`src/rtl/axi_read_slave.sv`:
```
`default_nettype none
// ============================================================================
//  Module      : axi_read_slave
//  Description : AXI read-channel slave. Accepts one AR burst at a time,
//                streams word reads from a 1-cycle-latency memory into a
//                2-entry output FIFO and returns the beats on the R channel.
//  Revision    : 1.0 - initial release
// ============================================================================
module axi_read_slave #(
    parameter int ID_WIDTH   = 4,
    parameter int ADDR_WIDTH = 32,
    parameter int DATA_WIDTH = 16,
    parameter int MEM_AW     = 12
) (
    input  logic                  clk,
    input  logic                  rst_n,
    input  logic [ID_WIDTH-1:0]   arid_s_inf,
    input  logic [ADDR_WIDTH-1:0] araddr_s_inf,
    input  logic [7:0]            arlen_s_inf,
    input  logic [2:0]            arsize_s_inf,
    input  logic [1:0]            arburst_s_inf,
    input  logic                  arvalid_s_inf,
    output logic                  arready_s_inf,
    output logic [ID_WIDTH-1:0]   rid_s_inf,
    output logic [DATA_WIDTH-1:0] rdata_s_inf,
    output logic [1:0]            rresp_s_inf,
    output logic                  rlast_s_inf,
    output logic                  rvalid_s_inf,
    input  logic                  rready_s_inf,
    output logic                  mem_en,
    output logic [MEM_AW-1:0]     mem_addr,
    input  logic [DATA_WIDTH-1:0] mem_rdata
);

    typedef enum logic [0:0] {
        S_IDLE  = 1'b0,
        S_BURST = 1'b1
    } state_t;

    state_t                state_q, state_d;
    logic [ID_WIDTH-1:0]   id_q, id_d;
    logic [7:0]            len_q, len_d;
    logic                  fixed_q, fixed_d;
    logic [MEM_AW-1:0]     ptr_q, ptr_d;
    // 9 bits so that a 256-beat burst can count all the way to 256 issued reads
    logic [8:0]            issue_cnt_q, issue_cnt_d;
    logic [7:0]            beat_cnt_q, beat_cnt_d;
    logic                  inflight_q, inflight_d;
    logic [DATA_WIDTH-1:0] fifo_q [2];
    logic [DATA_WIDTH-1:0] fifo_d [2];
    logic                  wr_ptr_q, wr_ptr_d;
    logic                  rd_ptr_q, rd_ptr_d;
    logic [1:0]            count_q, count_d;

    logic                  w_ar_hs;
    logic                  w_pop;
    logic                  w_push;
    logic                  w_issue;
    logic                  w_last_beat;
    logic [2:0]            w_occ;
    logic                  w_unused;

    // Transfer size and the byte/upper address bits play no part in word addressing
    assign w_unused = ^{arsize_s_inf, araddr_s_inf[ADDR_WIDTH-1:MEM_AW+1], araddr_s_inf[0]};

    assign arready_s_inf = (state_q == S_IDLE);
    assign rvalid_s_inf  = (count_q != 2'd0);
    assign rdata_s_inf   = fifo_q[rd_ptr_q];
    assign rid_s_inf     = id_q;
    assign rresp_s_inf   = 2'b00;
    assign w_last_beat   = (beat_cnt_q == len_q);
    assign rlast_s_inf   = rvalid_s_inf & w_last_beat;
    assign mem_en        = w_issue;
    assign mem_addr      = ptr_q;

    assign w_ar_hs = arvalid_s_inf & arready_s_inf;
    assign w_pop   = rvalid_s_inf & rready_s_inf;
    // Memory data arrives exactly one cycle after its strobe
    assign w_push  = inflight_q;

    // Slots that will be committed after this edge; issue only if one stays free
    assign w_occ   = {1'b0, count_q} + {2'b00, inflight_q} - {2'b00, w_pop};
    assign w_issue = (state_q == S_BURST)
                   && (issue_cnt_q <= {1'b0, len_q})
                   && (w_occ < 3'd2);

    // Next-state computation for the FSM, address/count tracking and the FIFO
    always_comb begin
        state_d     = state_q;
        id_d        = id_q;
        len_d       = len_q;
        fixed_d     = fixed_q;
        ptr_d       = ptr_q;
        issue_cnt_d = issue_cnt_q;
        beat_cnt_d  = beat_cnt_q;
        inflight_d  = w_issue;
        fifo_d[0]   = fifo_q[0];
        fifo_d[1]   = fifo_q[1];
        wr_ptr_d    = wr_ptr_q;
        rd_ptr_d    = rd_ptr_q;
        count_d     = count_q + {1'b0, w_push} - {1'b0, w_pop};

        if (w_ar_hs) begin
            state_d     = S_BURST;
            id_d        = arid_s_inf;
            len_d       = arlen_s_inf;
            fixed_d     = (arburst_s_inf == 2'b00);
            ptr_d       = araddr_s_inf[MEM_AW:1];
            issue_cnt_d = 9'd0;
            beat_cnt_d  = 8'd0;
        end

        if (w_issue) begin
            issue_cnt_d = issue_cnt_q + 9'd1;
            if (!fixed_q) begin
                // Natural wrap modulo 2^MEM_AW
                ptr_d = ptr_q + {{(MEM_AW-1){1'b0}}, 1'b1};
            end
        end

        if (w_push) begin
            fifo_d[wr_ptr_q] = mem_rdata;
            wr_ptr_d         = ~wr_ptr_q;
        end

        if (w_pop) begin
            rd_ptr_d   = ~rd_ptr_q;
            beat_cnt_d = beat_cnt_q + 8'd1;
            if (w_last_beat) begin
                state_d = S_IDLE;
            end
        end
    end

    // All state registers; reset abandons any burst and its in-flight read
    always_ff @(posedge clk) begin
        if (!rst_n) begin
            state_q     <= S_IDLE;
            id_q        <= '0;
            len_q       <= '0;
            fixed_q     <= 1'b0;
            ptr_q       <= '0;
            issue_cnt_q <= '0;
            beat_cnt_q  <= '0;
            inflight_q  <= 1'b0;
            fifo_q[0]   <= '0;
            fifo_q[1]   <= '0;
            wr_ptr_q    <= 1'b0;
            rd_ptr_q    <= 1'b0;
            count_q     <= '0;
        end else begin
            state_q     <= state_d;
            id_q        <= id_d;
            len_q       <= len_d;
            fixed_q     <= fixed_d;
            ptr_q       <= ptr_d;
            issue_cnt_q <= issue_cnt_d;
            beat_cnt_q  <= beat_cnt_d;
            inflight_q  <= inflight_d;
            fifo_q[0]   <= fifo_d[0];
            fifo_q[1]   <= fifo_d[1];
            wr_ptr_q    <= wr_ptr_d;
            rd_ptr_q    <= rd_ptr_d;
            count_q     <= count_d;
        end
    end

endmodule
`default_nettype wire

```
`config.mk`:
```
export PLATFORM = sky130hd
export DESIGN_NAME = axi_read_slave
export DESIGN_NICKNAME = d
export VERILOG_FILES = /design/src/rtl/axi_read_slave.sv
export SDC_FILE = /design/constraint.sdc
export NUM_CORES = 1
export LEC_CHECK = 0
export CORE_AREA = 2 2 80 139
export DETAILED_ROUTE_END_ITERATION = 10
export DIE_AREA = 0 0 82 141
export GPL_ROUTABILITY_DRIVEN = 0
export GPL_TIMING_DRIVEN = 0
export HOLD_SLACK_MARGIN = 0.1
export PLACE_DENSITY = 0.76
export SETUP_SLACK_MARGIN = 0.15
export SKIP_LAST_GASP = 1
export SYNTH_ARGS = -nofsm -noshare
export SYNTH_HDL_FRONTEND = slang
export SYNTH_SLANG_ARGS = --single-unit
```
`constraint.sdc`:
```
create_clock -name clk -period 3.8 [get_ports clk]
set_clock_uncertainty 0.1 [all_clocks]
set_input_delay 0.76 -clock clk [delete_from_list [all_inputs] [get_ports clk]]
set_output_delay 0.76 -clock clk [all_outputs]
set_load 0.005 [all_outputs]
```
==> summary.txt <==
outcome - finished, final reports clean
Clk Latency, worst-skew pair - 0.35 ns
Area after DPL - 5065 µm²
most common cell after layout, fill and taps aside - nand2_1
WP data required - 2.94 ns
post-route cell area - 5441 µm²
FF+latch count, synth - 81
Netlist cell types - 52
die height - 141 µm
H-tree depth - 3
post-DP HPWL - 8928 µm
vias per cell - 5.534
FILL cells - 1018
Place WS - -0.9912 ns
Peak Freq - 287.6 MHz
core footprint - 10510 µm²
number of I/O pins - 107
drt total wl - 12020 µm
DRC violations left - 0
Clk pwr share - 33.2%
# Max-Cap Violations - 0
WS Path Type - primary input to output port
Comb pwr share - 29.6%
Initial Util - 38.89%
Mapped Area - 4088 µm²
total track usage - 21.16%
DRT Pass-1 Iters - 5
number of enable flip-flop cells after synthesis - 0
Placed Instances - 726
hold_buf cts - 0
synth warn - 0
Die X - 82 µm
Pleak - 1.972 nW
DIE AREA - 11560 µm²
largest net degree at the start of global routing - 17
wire per inst - 16.08 µm
Setup violations, final - 0
top_reg_cell synth - dfxtp_1
Cells after Synth - 514
post-synthesis sequential area ratio - 39.67%
FFs w/ async S/R, synth - 0%
Synth-to-Final Area Change - 33.12%
Final Hold Vio Count - 0
vias in the first global route - 4209
Worst slew margin - 60.29%
clk sink count - 81
Final Worst Setup Slack - 0.3227 ns
global-route wire length before repair - 19140 µm
Crit. End Element - output port
row count - 50
Root Buffer - clkbuf_16
Clock Pin Slew Worst Setup and Hold Paths - 0.06 ns
final max-slew violation count - 0
switch share - 32.89%
share of cells above drive strength 1 - 11.02%
Worst VDD drop - 0.0003240 V
crit-path max FO - 4
Final ANT Viol Nets - 0
RSZ-0062 raised after global routing - no
NetSw - 0.8992 mW
PortBufs - 81
GRT overflow - 0
layout net count - 695
Internal - 1.835 mW
CTS buffer count - 9
Via Count - 4134
worst slew pin tran - 0.5956 ns
clk buf depth - 2
Sequential Power Share - 37.2%
Final Cycle Share - 91.51%
ANT cells - 0
mean area per synthesized cell - 7.953 µm²
Worst Path Arrival - 2.62 ns
PD cells - 502.5 nW/µm²
most frequent cells in the layout - 119 x nand2_1, 81 x dfxtp_1, 79 x clkdlybuf4s50_1
initial antenna violation count - 0
crit path time final - 3.477 ns
Hold Crit Class - flip-flop to flip-flop
CTS tree - built
Starting DRT DRC Count - 153
non-filler instance count after layout - 747
CP Launch Type - primary input
[cells in the mapped netlist (all sizes together), types with 2 or more instances]
cell | instances | area [µm²]
o31ai | 4 | 30.03
ha | 13 | 162.7
a311oi | 2 | 17.52
o21ai | 17 | 96.34
a31oi | 3 | 18.77
o311ai | 3 | 26.28
nand4 | 11 | 68.82
o31a | 5 | 43.79
nor2 | 23 | 86.33
and3 | 7 | 43.79
dfxtp | 81 | 1622
nand2b | 4 | 32.53
xnor2 | 9 | 78.83
nor3b | 5 | 37.54
nor4 | 4 | 40.04
buf | 12 | 71.32
nor3 | 14 | 70.07
clkbuf | 22 | 82.58
a211oi | 2 | 15.01
or2 | 2 | 12.52
mux2 | 18 | 202.7
and2 | 4 | 25.02
nand3 | 17 | 85.08
nor2b | 5 | 31.28
nand2 | 120 | 450.4
a21oi | 61 | 305.3
inv | 17 | 63.81
o211ai | 13 | 107.6
xor2 | 3 | 26.28
[final cells by class]
class	count	area, µm²	share of cell area, %
flip-flops and latches	81	1622	29.80
clock inverters	7	83.83	1.541
multi-input cells	383	2286	42.01
clock buffers	9	225.2	4.139
repair buffers	86	838.3	15.41
well taps	130	162.7	2.989
inverters	17	63.81	1.173
plain buffers	34	160.2	2.943
[state kept, by name (all words and copies together), names as in the netlist, named ones only]
name and flops:
beat_cnt_q 8, wr_ptr_q 1, state_q 1, rd_ptr_q 1, len_q 8, mem_addr 12, fixed_q 1, fifo_q 32
inflight_q 1, issue_cnt_q 9, count_q 2, rid_s_inf 4
[layer usage]
layer  up-vias  share of wire, %  global-route usage, %
li1       1981                 -                      -
met4         0               3.8                  11.49
met2       173                55                  39.28
met5         -                 0                      0
met1      1940                36                  21.15
met3        40               5.3                  3.969
[logic make-up after synthesis]
kind of cell | count (synthesis) | share of synthesized area, %
AOI/OAI and AO/OA | 117 | 18.09
DFF | 81 | 39.67
xor gates and xnor gates | 12 | 2.571
and+or+nand+nor | 220 | 24.82
other | 1 | 0.09174
adders and majority gates | 14 | 4.469
muxes | 18 | 4.959
buffers and inverters | 51 | 5.326
[power by group through the flow]
stage               Sequential, mW  Combinational [mW]  Clock, mW
detailed placement            1.03               0.749          0
floorplan                     1.01               0.445          0
global placement              1.03               0.735          0
global route                  1.03               0.880      0.957
finish                        1.02               0.808      0.908
CTS                           1.01               0.796      0.926
[metrics by stage]
stage	hold slack [ns]	power (mW)	TNS (ns)	util (%)
after CTS	0.3542	2.737	0	51.73
after global placement	0.3389	1.760	-2.194	48.19
final	0.3513	2.734	0	51.77
after global routing	0.3668	2.866	0	51.77
after floorplan	0.3329	1.455	0	-
after detailed placement	0.3452	1.779	-2.493	48.19
[timing repair]
item | CTS | global route
setup buffers | 4 | 1
pin swaps | 4 | 3
setup endpoints to repair | 1 | 1
resized for setup | 15 | 2
[final timing paths]
check                      from            end  slack, ns  cells past startpoint
setup reg to reg     count_q[1]    mem_addr[9]       0.75                     13
hold reg to reg   fifo_q[1][12]  fifo_q[1][12]       0.35                      2
hold / removal    fifo_q[1][12]  fifo_q[1][12]       0.35                      2
setup / recovery   rready_s_inf         mem_en       0.32                     14
[worst max-delay path: stages]
cell and delay (ns):
clkbuf_2 0.10, o21ai_4 0.06, inv_2 0.05, ha_1 0.28, inv_1 0.06, ha_1 0.12
inv_1 0.05, fa_2 0.54, nand2_2 0.07, nor3_4 0.14, buf_6 0.13, inv_2 0.05
nor2_2 0.09, buf_2 0.12
No activity file was read; power rests on OpenSTA's default activity.
==> RTL edit 1: new RTL, same settings <==
Change the parameter `ID_WIDTH` from 4 to 5.
--- a/src/rtl/axi_read_slave.sv
+++ b/src/rtl/axi_read_slave.sv
@@ -9,3 +9,3 @@
 module axi_read_slave #(
-    parameter int ID_WIDTH   = 4,
+    parameter int ID_WIDTH   = 5,
     parameter int ADDR_WIDTH = 32,
Interface: changed (resized arid_s_inf and rid_s_inf); port bits go from 107 to 109. No check against the original RTL was run, so the function may have changed too.
==> RTL edit 1 against the unedited design <==
- sequential cell count grew 1
- synthesized area is 0.77% lower
- non-clock buffer count grew 2
- wire length down 1.8%
- setup slack got worse by 0.017 ns
- global-route usage decreased by 0.39 points
- largest cell class unchanged
- first-iteration DRC count rose by 44%
- power fell by 3.4%
- critical path type unchanged
- final area fell by 0.80%
- count of clock-buffer cells in the layout increased by 3
==> RTL edit 1: results (changes against the unedited design) <==
[synth]
ys_seq_area_share_pct=40.5  ; was 39.7%
ys_warn_count=0  ; unchanged
async_flop_share_pct=0  ; unchanged
ys_top_cells_by_area=dfxtp_1 40%, nand2_1 11%, a21oi_1 7.4%, mux2_2 5.0%, ha_1 4.0%  ; was dfxtp_1 40%, nand2_1 11%, a21oi_1 7.5%, mux2_2 5.0%, ha_1 4.0%
yosys-top-cells-count=115 x nand2_1, 82 x dfxtp_1, 60 x a21oi_1  ; was 120 x nand2_1, 81 x dfxtp_1, 61 x a21oi_1
ys_types=59  ; was 52

[drt]
avgRoutedWirePerCell_um=16.1  ; about the same
num_vias=4047  ; was 4134
detailedRoute.firstPassIterationCount=4  ; was 5
drtIter0Drc=220  ; was 153

[cells_and_area]
insertedDiodeCount=0  ; unchanged
largest_register_ffs=32  ; unchanged
num-fill-cells=982  ; was 1018
fin_nets=682  ; was 695
layout-drive-gt1-share_pct=11.3  ; was 11.0%

[power]
ir_worst_vdd_mv=0.312  ; was 0.324 mV
power.leakage_nw=1.97  ; about the same

[sta]
tightest_slew_ns=0.625  ; was 0.596 ns

[clocking]
clk_pin_slew_ns=0.06  ; about the same
clk_latency_ns=0.34
numCtsBuffers=9  ; unchanged
htreeDepth=3  ; unchanged
root_buffer=clkbuf_16  ; unchanged
clock_path_buffers=2  ; unchanged

[placed_design]
hpwl_mm=8.52  ; was 8.93 mm
numPortBuffers=82  ; was 81

[grt]
grt_pass1_vias=4100  ; was 4209
grtUsageTotal_pct=20.8  ; was 21.2%
grt_pass1_wl_mm=18.7  ; was 19.1 mm
grt_max_degree=14  ; was 17
antenna_found_initial=0  ; unchanged

[critical_path]
crit_arrival_ns=2.63  ; was 2.62 ns
cp_max_fo=2  ; was 4

[outcome]
status=finished clean  ; unchanged

[hold_path]
hold_path_class=flip-flop to flip-flop  ; unchanged

==> RTL edit 1: layout make-up <==
cell class	instances	share of cell area, %
Clock buffer	12	4.75
Sequential cell	82	30.4
Timing Repair Buffer	89	16.1
Inverter	17	1.18
Tap cell	130	3.01
Buffer	33	2.85
Clock inverter	4	0.487
Multi-Input combinational cell	366	41.2
==> RTL edit 1: layer usage <==
metal,wire (um),share of wire (%),GRT usage [%],up-vias
met3,760,6.4,3.84,31
met1,4360,37,21.6,1891
met5,0,0,0,-
met4,453,3.8,12.2,0
met2,6220,53,37.2,191
li1,-,-,-,1934
==> RTL edit 1: kinds of logic (layout without fill, tap and decap cells) <==
kind of cell / Yosys count / after routing / synth area share (%)
compound gates: 110 / 110 / 17.7
xor+xnor: 13 / 13 / 2.81
fa+ha+maj: 14 / 14 / 4.50
buf+inv: 50 / 155 / 5.37
flops: 82 / 82 / 40.5
mux: 20 / 20 / 5.52
other cells: 1 / 2 / 0.0924
simple gates: 207 / 207 / 23.6
==> RTL edit 1: report_power, final <==
group | internal, W | leakage, nW | switching (W) | total, W
registers | 0.000946 | 0.666 | 0.0000806 | 0.00103
clock network | 0.000477 | 0.139 | 0.000341 | 0.000818
logic | 0.000395 | 1.16 | 0.000402 | 0.000797
==> RTL edit 1: path summary, 6_finish.rpt <==
kind | end | slack [ns] | cells past startpoint | from
worst max-delay path | mem_en | 0.31 | 12 | rready_s_inf
worst min-delay path | rid_s_inf[4] | 0.36 | 2 | rid_s_inf[4]
worst max register to register | mem_addr[3] | 0.69 | 12 | count_q[1]
worst min register to register | rid_s_inf[4] | 0.36 | 2 | rid_s_inf[4]
==> RTL edit 1: worst max-delay path, stage by stage <==
cell             delay [ns]
clkbuf_2               0.10
o21ai_4                0.06
inv_2                  0.05
ha_1                   0.26
inv_1                  0.07
ha_2                   0.16
inv_1                  0.05
fa_2                   0.55
and4b_4                0.26
nand2_2                0.06
inv_1                  0.06
clkdlybuf4s15_2        0.20
==> RTL edit 1: metrics by stage <==
step	total power (W)	cell area [sq um]	setup slack, ns	cells	hold WS [ns]
floorplan	0.00144	4060	0.468	498	0.333
global placement	0.00172	5040	-0.663	710	0.339
detailed placement	0.00175	5040	-0.688	710	0.348
CTS	0.00262	5380	0.155	731	0.356
global route	0.00277	5400	0.216	733	0.369
finish	0.00264	5400	0.306	733	0.356
==> RTL edit 1: what timing repair did <==
action,in CTS,in global routing
setup endpoints to repair,3,1
endpoints found under the hold margin,0,0
hold buffers,0,0
pin swaps,3,2
gates resized for setup,8,3
buffers inserted,5,2
==> RTL edit 2: new RTL, config.mk and constraints unchanged <==
Without the edit above. Reset style: asynchronous (`rst_n`), changed in one clocked block.
--- a/src/rtl/axi_read_slave.sv
+++ b/src/rtl/axi_read_slave.sv
@@ -135,3 +135,3 @@
     // All state registers; reset abandons any burst and its in-flight read
-    always_ff @(posedge clk) begin
+    always_ff @(posedge clk or negedge rst_n) begin
         if (!rst_n) begin
Check against the original RTL: differs if rst_n is asserted again (counterexample within 4 cycles, from zero or initial values and one cycle with rst_n low); with rst_n held inactive, the same outputs for 10 cycles.
==> RTL edit 2 against the unedited design <==
- synthesized area is 1.4% higher
- wire length fell by 11%
- setup slack worse by 0.091 ns
- sequential cell count is 1 lower
- final area up 2.4%
- core utilization rose by 1.3 points
- critical endpoint unchanged
- largest cell class unchanged
Power is not compared: it rests on default switching activity, and its combinational part moved more than twofold at a synthesized area within 25%.
==> RTL edit 2: results (changes against the unedited design) <==
[critical_path]
slowest_delay_ns=0.52  ; was 0.54 ns
r2r_slack_ns=0.46  ; was 0.75 ns
reg2reg_depth=16  ; was 13
cp_max_fo=2  ; was 4

[drt]
drtIter0Drc=138  ; was 153
routed_wl_mm=10.7  ; was 12.0 mm
wl_met1_mm=3.84  ; was 4.32 mm
wl_met3_um=475  ; was 639 um
detailedRoute.firstPassIterationCount=4  ; was 5
dr_wl_met2_mm=5.75  ; was 6.60 mm
num_vias=3458  ; was 4134

[synth]
yosys-top-cells-count=80 x dfrtp_1, 57 x nand2_1, 48 x mux2_2  ; was 120 x nand2_1, 81 x dfxtp_1, 61 x a21oi_1
ys_types=47  ; was 52
syn_area_per_cell_sq_um=10.4  ; was 7.95 sq um
async_flop_share_pct=100  ; was 0%
ys_top_cells_by_area=dfrtp_1 48%, mux2_2 13%, nand2_1 5.2%, ha_1 3.9%, o21ai_0 2.4%  ; was dfxtp_1 40%, nand2_1 11%, a21oi_1 7.5%, mux2_2 5.0%, ha_1 4.0%

[cells_and_area]
top_register=fifo_q  ; unchanged
layout-drive-gt1-share_pct=19.9  ; was 11.0%
num-fill-cells=946  ; was 1018
stdcell_count=637  ; was 747
fin_nets=585  ; was 695

[grt]
grt_util_met3_pct=3.52  ; was 3.97%
grt_pass1_wl_mm=17.1  ; was 19.1 mm
grt_max_degree=51  ; was 17
use_met1_pct=20.1  ; was 21.1%
grtUsageTotal_pct=19.4  ; was 21.2%
grt_use_met2_pct=34.5  ; was 39.3%
grt_pass1_vias=3620  ; was 4209

[sta]
holdWs_ns=0.263  ; was 0.351 ns

[placed_design]
dpl_cell_area_sq_mm=0.00515  ; was 0.00506 sq mm
post-place-ws_ns=-1.39  ; was -0.991 ns
hpwl_mm=7.97  ; was 8.93 mm

[clocking]
clk_latency_ns=0.33  ; was 0.35 ns

[power]
fin_total_pwr_w=0.00485

[outcome]
status=finished clean  ; unchanged

[hold_path]
hold_path_class=input pin to async pin  ; was flip-flop to flip-flop

RTL edit 2: cell types whose count changed after synthesis, sizes merged, moves of 13 or more:
| cell | delta |
|---|---|
| a21oi | -53 |
| clkbuf | -13 |
| dfrtp | +80 |
| dfxtp | -81 |
| mux2 | +30 |
| nand2 | -63 |
RTL edit 2: worst paths after layout:
path,startpoint,to
worst max-delay path,rready_s_inf,mem_en
worst min-delay path,rst_n,fifo_q[2]
worst max register to register,count_q[1],mem_addr[9]
worst min register to register,rid_s_inf[0],rid_s_inf[0]
max in group asynchronous,rst_n,issue_cnt_q[0]
min in group clk,rid_s_inf[0],rid_s_inf[0]
RTL edit 2: final cells by class:
class / instances / area (sq um) / share of cell area, %
multi-input cells: 277 / 2010 / 36.0
plain buffers: 20 / 115 / 2.07
inverters: 23 / 93.8 / 1.68
repair buffers: 91 / 903 / 16.2
well taps: 130 / 163 / 2.92
clock buffers: 10 / 229 / 4.11
clock inverters: 6 / 60.1 / 1.08
flip-flops and latches: 80 / 2000 / 35.9
RTL edit 2: what timing repair did:
action	CTS	global route
pin swaps	2	3
gates cloned	0	0
hold endpoints to repair	0	0
resized for setup	26	2
endpoints found under the setup margin	23	1
setup buffers	8	1
RTL edit 2: cell families (layout without fill, tap and decap cells):
kind of cell	count (synthesis)	after routing	share of synthesized area (%)
xor+xnor	12	12	2.53
mux	52	52	14.0
simple gates	134	134	16.0
compound gates	63	63	10.0
other cells	1	2	0.0904
flops	80	80	48.3
fa+ha+maj	14	14	4.41
buf+inv	43	150	4.68
RTL edit 2: worst reg2reg max path, delay by kind of cell (launching register included):
kind,cells,cell delay (ns)
flops,1,0.41
buf+inv,8,0.80
simple gates,3,0.66
fa+ha+maj,3,0.84
compound gates,2,0.38
